File: config.mk
export PLATFORM = sky130hd
export DESIGN_NAME = character_anim_ctrl
export DESIGN_NICKNAME = d
export VERILOG_FILES = /design/src/rtl/char_anim_pkg.sv /design/src/rtl/kong_anim_seq.sv /design/src/rtl/character_anim_ctrl.sv
export SDC_FILE = /design/constraint.sdc
export NUM_CORES = 1
export LEC_CHECK = 0
export CAP_MARGIN = 20
export CORE_ASPECT_RATIO = 1.2
export CORE_UTILIZATION = 45
export CTS_CLUSTER_SIZE = 8
export DETAILED_ROUTE_END_ITERATION = 16
export PLACE_DENSITY = 0.74
export SLEW_MARGIN = 10
export SYNTH_ARGS = -nofsm -noshare
export SYNTH_HDL_FRONTEND = slang
export SYNTH_SLANG_ARGS = --single-unit
File: constraint.sdc
create_clock -name clk -period 2.84 [get_ports clk]
set_clock_uncertainty 0.05 [all_clocks]
set_input_delay 0.426 -clock clk [delete_from_list [all_inputs] [get_ports clk]]
set_output_delay 0.426 -clock clk [all_outputs]
set_load 0.005 [all_outputs]
File: src/rtl/char_anim_pkg.sv
// Shared definitions for the character animation sequencer.
// Holds the frame-rate tuning constants, Mario pose encodings, the Kong
// animation state encoding and the Mario jump FSM states.
// No ports (package).
package char_anim_pkg;

  localparam int SPRITE_W = 16;

  localparam logic [8:0] FLOOR_Y = 9'd400;
  localparam logic [9:0] X_MAX   = 10'(640 - SPRITE_W);

  localparam int MARIO_STEP  = 2;
  localparam int JUMP_STEP   = 3;
  localparam int JUMP_FRAMES = 8;
  localparam int WALK_DIV    = 4;
  localparam int KONG_IDLE   = 60;
  localparam int KONG_HOLD   = 10;
  localparam int QUEUE_DIV   = 30;

  localparam logic [2:0] POSE_STAND  = 3'd0;
  localparam logic [2:0] POSE_WALK_A = 3'd1;
  localparam logic [2:0] POSE_WALK_B = 3'd2;
  localparam logic [2:0] POSE_JUMP   = 3'd3;

  typedef enum logic [1:0] {
    KONG_ST_IDLE      = 2'd0,
    KONG_ST_ARMS_UP   = 2'd1,
    KONG_ST_THROW     = 2'd2,
    KONG_ST_ARMS_DOWN = 2'd3
  } kong_state_t;

  typedef enum logic [1:0] {
    JUMP_GROUND = 2'd0,
    JUMP_RISE   = 2'd1,
    JUMP_FALL   = 2'd2
  } jump_state_t;

endpackage

File: src/rtl/kong_anim_seq.sv
// Kong animation sequencer: idle for KONG_IDLE frames, then arms-up,
// throw and arms-down for KONG_HOLD frames each, back to idle.
// Ports:
//   clk, rst_n   clock, async active-low reset
//   tick         frame advance strobe (already gated by any pause)
//   kong_state   current pose (0 idle, 1 arms-up, 2 throw, 3 arms-down)
//   kong_throw   one-cycle pulse on the edge that enters THROW
module kong_anim_seq
  import char_anim_pkg::*;
(
  input  logic       clk,
  input  logic       rst_n,
  input  logic       tick,
  output logic [1:0] kong_state,
  output logic       kong_throw
);

  kong_state_t state_q, state_d;
  logic [5:0]  cnt_q, cnt_d;
  logic        throw_d;

  always_ff @(posedge clk or negedge rst_n) begin
    if (!rst_n) begin
      state_q    <= KONG_ST_IDLE;
      cnt_q      <= 6'd0;
      kong_throw <= 1'b0;
    end else begin
      state_q    <= state_d;
      cnt_q      <= cnt_d;
      kong_throw <= throw_d;
    end
  end

  // cnt_q is the number of frames already shown in the current state, so a
  // state is left on the tick after it has been displayed for its full hold.
  // Out of reset the idle count starts at 0 and re-entry starts at 1, which
  // gives every state exactly its nominal number of displayed frames.
  always_comb begin
    state_d = state_q;
    cnt_d   = cnt_q;
    throw_d = 1'b0;
    if (tick) begin
      cnt_d = cnt_q + 6'd1;
      case (state_q)
        KONG_ST_IDLE: begin
          if (cnt_q == 6'(KONG_IDLE)) begin
            state_d = KONG_ST_ARMS_UP;
            cnt_d   = 6'd1;
          end
        end
        KONG_ST_ARMS_UP: begin
          if (cnt_q == 6'(KONG_HOLD)) begin
            state_d = KONG_ST_THROW;
            cnt_d   = 6'd1;
            throw_d = 1'b1;
          end
        end
        KONG_ST_THROW: begin
          if (cnt_q == 6'(KONG_HOLD)) begin
            state_d = KONG_ST_ARMS_DOWN;
            cnt_d   = 6'd1;
          end
        end
        default: begin
          if (cnt_q == 6'(KONG_HOLD)) begin
            state_d = KONG_ST_IDLE;
            cnt_d   = 6'd1;
          end
        end
      endcase
    end
  end

  assign kong_state = state_q;

endmodule

File: src/rtl/character_anim_ctrl.sv
// Per-frame sequencer for the character sprite colour mux. Owns Mario
// position, facing and pose (including the jump arc), the Kong animation
// cycle and the "help" queue toggle. State only advances on frame_tick so
// sprite inputs are stable across each visible frame; all outputs registered.
// Optional build macro: CHAR_PAUSE_EN adds a pause input that freezes all
// state (and suppresses kong_throw) while high.
// Ports:
//   clk, rst_n        clock, async active-low reset
//   frame_tick        one-cycle pulse at start of vblank
//   btn_left/right    level, horizontal move request
//   btn_jump          level, jump request (honoured only on the ground)
//   pause             (CHAR_PAUSE_EN only) freeze frame advance
//   mario_state       [3] facing (1=left), [2:0] pose
//   mario_posx/posy   sprite left column / top row
//   kong_state        Kong pose, kong_throw one-cycle barrel spawn pulse
//   queue_state       help-frame toggle
module character_anim_ctrl
  import char_anim_pkg::*;
(
  input  logic       clk,
  input  logic       rst_n,
  input  logic       frame_tick,
  input  logic       btn_left,
  input  logic       btn_right,
  input  logic       btn_jump,
`ifdef CHAR_PAUSE_EN
  input  logic       pause,
`endif
  output logic [3:0] mario_state,
  output logic [9:0] mario_posx,
  output logic [8:0] mario_posy,
  output logic [1:0] kong_state,
  output logic       kong_throw,
  output logic       queue_state
);

  logic adv;
`ifdef CHAR_PAUSE_EN
  assign adv = frame_tick & ~pause;
`else
  assign adv = frame_tick;
`endif

  jump_state_t jump_q, jump_d;
  logic [9:0]  posx_q, posx_d;
  logic [8:0]  posy_q, posy_d;
  logic        facing_q, facing_d;
  logic [2:0]  pose_q, pose_d;
  logic [2:0]  rise_cnt_q, rise_cnt_d;
  logic [2:0]  walk_cnt_q, walk_cnt_d;
  logic        walk_phase_q, walk_phase_d;
  logic [4:0]  queue_cnt_q, queue_cnt_d;
  logic        queue_q, queue_d;

  logic        move_l, move_r;
  logic [10:0] posx_ext, posy_ext;

  assign move_l   = btn_left & ~btn_right;
  assign move_r   = btn_right & ~btn_left;
  assign posx_ext = {1'b0, posx_q};
  assign posy_ext = {2'b00, posy_q};

  always_ff @(posedge clk or negedge rst_n) begin
    if (!rst_n) begin
      jump_q       <= JUMP_GROUND;
      posx_q       <= 10'd0;
      posy_q       <= FLOOR_Y;
      facing_q     <= 1'b0;
      pose_q       <= POSE_STAND;
      rise_cnt_q   <= 3'd0;
      walk_cnt_q   <= 3'd0;
      walk_phase_q <= 1'b0;
      queue_cnt_q  <= 5'd0;
      queue_q      <= 1'b0;
    end else begin
      jump_q       <= jump_d;
      posx_q       <= posx_d;
      posy_q       <= posy_d;
      facing_q     <= facing_d;
      pose_q       <= pose_d;
      rise_cnt_q   <= rise_cnt_d;
      walk_cnt_q   <= walk_cnt_d;
      walk_phase_q <= walk_phase_d;
      queue_cnt_q  <= queue_cnt_d;
      queue_q      <= queue_d;
    end
  end

  always_comb begin
    jump_d       = jump_q;
    posx_d       = posx_q;
    posy_d       = posy_q;
    facing_d     = facing_q;
    pose_d       = pose_q;
    rise_cnt_d   = rise_cnt_q;
    walk_cnt_d   = walk_cnt_q;
    walk_phase_d = walk_phase_q;
    queue_cnt_d  = queue_cnt_q;
    queue_d      = queue_q;

    if (adv) begin
      // Horizontal: 11-bit arithmetic so neither edge can wrap.
      if (move_l) begin
        facing_d = 1'b1;
        if (posx_ext < 11'(MARIO_STEP)) posx_d = 10'd0;
        else                            posx_d = 10'(posx_ext - 11'(MARIO_STEP));
      end else if (move_r) begin
        facing_d = 1'b0;
        if (posx_ext + 11'(MARIO_STEP) > {1'b0, X_MAX}) posx_d = X_MAX;
        else                                           posx_d = 10'(posx_ext + 11'(MARIO_STEP));
      end

      // Jump arc. The tick that starts a jump only changes state; the
      // vertical motion begins on the following tick.
      case (jump_q)
        JUMP_GROUND: begin
          if (btn_jump) begin
            jump_d     = JUMP_RISE;
            rise_cnt_d = 3'd0;
          end
        end
        JUMP_RISE: begin
          posy_d     = posy_q - 9'(JUMP_STEP);
          rise_cnt_d = rise_cnt_q + 3'd1;
          if (rise_cnt_q == 3'(JUMP_FRAMES - 1)) jump_d = JUMP_FALL;
        end
        default: begin
          if (posy_ext + 11'(JUMP_STEP) >= {2'b00, FLOOR_Y}) begin
            posy_d = FLOOR_Y;
            jump_d = JUMP_GROUND;
          end else begin
            posy_d = 9'(posy_ext + 11'(JUMP_STEP));
          end
        end
      endcase

      // Pose follows the post-tick jump state, so the launch tick already
      // shows the jump pose and the landing tick shows a ground pose.
      if (jump_d != JUMP_GROUND) begin
        pose_d       = POSE_JUMP;
        walk_cnt_d   = 3'd0;
        walk_phase_d = 1'b0;
      end else if (move_l || move_r) begin
        // walk_cnt_q counts frames already shown in the current walk phase.
        if (walk_cnt_q == 3'(WALK_DIV)) begin
          walk_phase_d = ~walk_phase_q;
          walk_cnt_d   = 3'd1;
        end else begin
          walk_cnt_d   = walk_cnt_q + 3'd1;
        end
        pose_d = walk_phase_d ? POSE_WALK_B : POSE_WALK_A;
      end else begin
        pose_d       = POSE_STAND;
        walk_cnt_d   = 3'd0;
        walk_phase_d = 1'b0;
      end

      if (queue_cnt_q == 5'(QUEUE_DIV - 1)) begin
        queue_cnt_d = 5'd0;
        queue_d     = ~queue_q;
      end else begin
        queue_cnt_d = queue_cnt_q + 5'd1;
      end
    end
  end

  kong_anim_seq u_kong (
    .clk        (clk),
    .rst_n      (rst_n),
    .tick       (adv),
    .kong_state (kong_state),
    .kong_throw (kong_throw)
  );

  assign mario_state = {facing_q, pose_q};
  assign mario_posx  = posx_q;
  assign mario_posy  = posy_q;
  assign queue_state = queue_q;

endmodule

==> key figures <==
Clock tree
  – Clock tree from TritonCTS: yes
  – Clk slew on worst S/H paths: around 0.09 ns
  – Post-cts resize count: 0
  – Source-to-sink clock delay at the later pin of the worst-skew pair: roughly 0.3 ns
  – Total clock buffers created by CTS: 5
  – Number of hold-repair buffers added at the cts stage: 0
  – CTS max path bufs: 2
  – Clk Tree Root Cell: sky130_fd_sc_hd__clkbuf_8
  – # H-tree levels: 2
  – Sink count of the clock tree: 45
  – Postcts setup bufs: 0

Final layout
  – Core Util, Final: 54.9%
  – Reg area: around 1100 sq um
  – Final-layout fill cell count: 588
  – Number of antenna repair diodes: 0
  – Area delta synth->final: 15.4%
  – Ratio of cells with drive above 1 in the final layout: 7.77%
  – Net total in the final layout: between 400 and 500
  – Area used by multi-input combinational logic: roughly 1800 sq um

Critical path
  – Kind of launch point of the worst setup path: flip-flop
  – WP data arrival: 2.59 ns
  – Worst flop-to-flop path endpoint: mario_posy[0]$_DFFE_PN0P_
  – Critical path endpoint: mario_posy[0]$_DFFE_PN0P_
  – Critical path start-end classification: reg2reg
  – Worst R2R Setup Slack: 0.36 ns
  – Worst reg2reg startpoint: mario_posy[0]$_DFFE_PN0P_
  – Reg2Reg Depth: 8
  – Critical path launch point: mario_posy[0]$_DFFE_PN0P_
  – Biggest fanout along the worst timing path: 10
  – Worst Path Required: just under 3 ns
  – Critical Path End Type: flip-flop

Timing
  – Final Hold Slack: approximately 0.016 ns
  – Achievable frequency: approximately 400 MHz
  – Unrepaired setup endpoints after global routing: false
  – Worst setup margin: roughly 0.36 ns
  – Final number of max-transition violations: 0
  – Final setup fails: 0
  – Crit path time final: 2.48 ns
  – Worst relative slew slack: 61.0%
  – Aggregate negative setup slack: 0 ns
  – Final worst path period share: 87.2%
  – Slew of the pin with the lowest slew margin: a little under 0.6 ns
  – Final hold violation count: 0

Placement
  – Port Buffer Count: 30
  – Placer Congestion: just under 0.9
  – Worst Setup Slack post-DPL: approximately 0.36 ns
  – Post-DP HPWL: between 4 and 5 mm

Synthesis
  – Async set-reset flop share out of synthesis: 100%
  – Post-synth top area share: between 30% and 40%
  – Warnings from Yosys: 0
  – Number of flops mapped to enable cells by yosys: 0
  – Post-synthesis register bit count: between 40 and 50
  – Leading area contributor after synthesis: sky130_fd_sc_hd__dfrtp_1
  – Synth Area per Inst: around 8.6 sq um
  – Post-synthesis instance total: 360
  – Sequential element share of the synthesized area: between 30 and 40%
  – Synthesized cell area: approximately 3100 sq um
  – Most used DFF post-synth: sky130_fd_sc_hd__dfrtp_1
  – Top area cells in the synthesized netlist: sky130_fd_sc_hd__dfrtp_1, sky130_fd_sc_hd__ha_1, sky130_fd_sc_hd__o21ai_0
  – Number of distinct library cells after synthesis: 65

Drt
  – Total routed wirelength: 7.11 mm
  – Drt wl/cell: 15.1 microns
  – Drt first-iter violations: about 220
  – Pre-antenna DRT Iters: 5
  – Mean number of vias per cell: 6.01
  – Via total after detailed routing: roughly 2800
  – Final ANT Viol Nets: 0
  – DRC violation count after routing: 0

Floorplan
  – Cell row count: 32
  – Die extent in y: approximately 93 microns
  – Core area: between 6000 and 7000 sq um
  – Die outline width: about 78 microns
  – Full die area: a little over 7000 sq um
  – Effective utilization at floorplan: between 40% and 50%
  – Ports placed on the boundary: 33

Power
  – Worst VDD drop: 0.000380 V
  – Power density over the cells: approximately 940 nW/um^2
  – Leakage power of the design: roughly 1.5 nW

Hold path
  – Tightest Hold Check Type: in2async

GRT
  – Global routing usage summed across all routing layers: 21.0%
  – Antenna violations before repair: 0
  – Wire length of the first global-routing pass: 12.2 mm
  – Number of global-route vias before repair: approximately 2700
  – Global-route congestion overflow total: 0
  – Largest net degree at the start of global routing: 30

Status
  – Result of the run: complete, no violations

Flow run
  – Number of max-cap violations: 0
==> placed cells by master (no fill, tap or decap), types with 7 or more instances in the layout <==
cell,Yosys,layout
sky130_fd_sc_hd__inv_1,23,23
sky130_fd_sc_hd__ha_1,17,17
sky130_fd_sc_hd__nand2_1,28,28
sky130_fd_sc_hd__a21oi_1,22,22
sky130_fd_sc_hd__o21ai_0,28,28
sky130_fd_sc_hd__buf_4,4,7
sky130_fd_sc_hd__nor3_1,11,11
sky130_fd_sc_hd__clkdlybuf4s50_1,0,29
sky130_fd_sc_hd__a31oi_1,10,10
sky130_fd_sc_hd__dfrtp_1,42,42
sky130_fd_sc_hd__nand3_1,9,9
sky130_fd_sc_hd__o22ai_1,7,7
sky130_fd_sc_hd__nand2b_1,8,8
sky130_fd_sc_hd__nor2_1,33,33
==> critical path: stages, from the launching register on <==
cell,delay (ns)
sky130_fd_sc_hd__dfrtp_1,0.37
sky130_fd_sc_hd__inv_1,0.07
sky130_fd_sc_hd__ha_1,0.28
sky130_fd_sc_hd__or4b_1,0.51
sky130_fd_sc_hd__or4_1,0.42
sky130_fd_sc_hd__nand3_2,0.15
sky130_fd_sc_hd__a21boi_2,0.16
sky130_fd_sc_hd__o211ai_1,0.20
sky130_fd_sc_hd__o21ai_0,0.12
==> how the worst min path moves through the flow <==
stage	start	to	slack, ns	cells after the start
global route	rst_n	walk_cnt_q[2]$_DFFE_PN0P_	0.05	1
CTS	rst_n	mario_posx[6]$_DFFE_PN0P_	0.02	1
global placement	rst_n	mario_posx[5]$_DFFE_PN0P_	0.36	1
floorplan	rst_n	facing_q$_DFFE_PN0P_	0.08	0
finish	rst_n	mario_posx[6]$_DFFE_PN0P_	0.02	1
detailed placement	rst_n	walk_cnt_q[2]$_DFFE_PN0P_	0.36	1
==> power breakdown <==
part / internal, mW / total (mW) / switching (mW)
registers: 0.896 / 1.30 / 0.403
clock network: 0.286 / 0.524 / 0.237
logic: 0.748 / 1.53 / 0.783
==> stage by stage <==
| stage | total power, mW | std cells | cell area (sq um) |
|---|---|---|---|
| 3_5_place_dp | 2.82 | 463 | 3460 |
| 5_1_grt | 3.63 | 471 | 3580 |
| 6_report | 3.35 | 471 | 3580 |
| 4_1_cts | 3.36 | 471 | 3580 |
| 2_1_floorplan | 2.25 | 361 | 3110 |
| 3_3_place_gp | 2.77 | 463 | 3460 |
==> cell usage after synthesis (3+ instances only) <==
cell	number
sky130_fd_sc_hd__a211oi_1	3
sky130_fd_sc_hd__a21oi_1	22
sky130_fd_sc_hd__a22o_1	3
sky130_fd_sc_hd__a31oi_1	10
sky130_fd_sc_hd__a32oi_1	5
sky130_fd_sc_hd__and3_1	5
sky130_fd_sc_hd__buf_4	4
sky130_fd_sc_hd__clkbuf_1	12
sky130_fd_sc_hd__dfrtp_1	42
sky130_fd_sc_hd__dfstp_2	3
sky130_fd_sc_hd__ha_1	17
sky130_fd_sc_hd__inv_1	23
sky130_fd_sc_hd__mux2_2	3
sky130_fd_sc_hd__mux2i_1	5
sky130_fd_sc_hd__nand2_1	28
sky130_fd_sc_hd__nand2b_1	8
sky130_fd_sc_hd__nand3_1	9
sky130_fd_sc_hd__nand4_1	6
sky130_fd_sc_hd__nor2_1	33
sky130_fd_sc_hd__nor3_1	11
sky130_fd_sc_hd__nor3b_1	4
sky130_fd_sc_hd__nor4_1	5
sky130_fd_sc_hd__o211ai_1	5
sky130_fd_sc_hd__o21ai_0	28
sky130_fd_sc_hd__o22ai_1	7
sky130_fd_sc_hd__or3_1	4
sky130_fd_sc_hd__xnor2_1	4
==> metal layers <==
metal / vias to the layer above / global-route usage (%) / routed length, microns
li1: 1382 / - / -
met5: - / 0 / 0
met1: 1346 / 27.1 / 3170
met2: 93 / 35.7 / 3510
met3: 11 / 2.86 / 336
met4: 0 / 7.39 / 106
==> flip-flops by register name, summed over array words and instances, names as in the netlist <==
register and cells:
facing_q 1, queue_cnt_q 5, walk_cnt_q 3, walk_phase_q 1
jump_q 2, u_kong.kong_throw 1, u_kong.kong_state 2, u_kong.cnt_q 6
rise_cnt_q 3, mario_posy 9, pose_q 2, mario_posx 9
queue_state 1
==> area by class of cell <==
type | count | share of cell area [%]
Multi-Input combinational cell | 272 | 49.9
Sequential cell | 45 | 31.6
Timing Repair Buffer | 37 | 9.72
Tap cell | 85 | 2.97
Inverter | 24 | 2.52
Clock buffer | 6 | 2.31
Clock inverter | 2 | 1.05
==> logic make-up after synthesis <==
family	synth area share [%]
multiplexers	2.70
other	0.121
AND/OR/NAND/NOR	21.4
flip-flops	36.4
adder cells (fa/ha/maj)	6.85
XOR/XNOR	1.69
AO/OA/AOI/OAI	24.6
buffers and inverters	6.17
No activity file was read; power rests on OpenSTA's default activity.
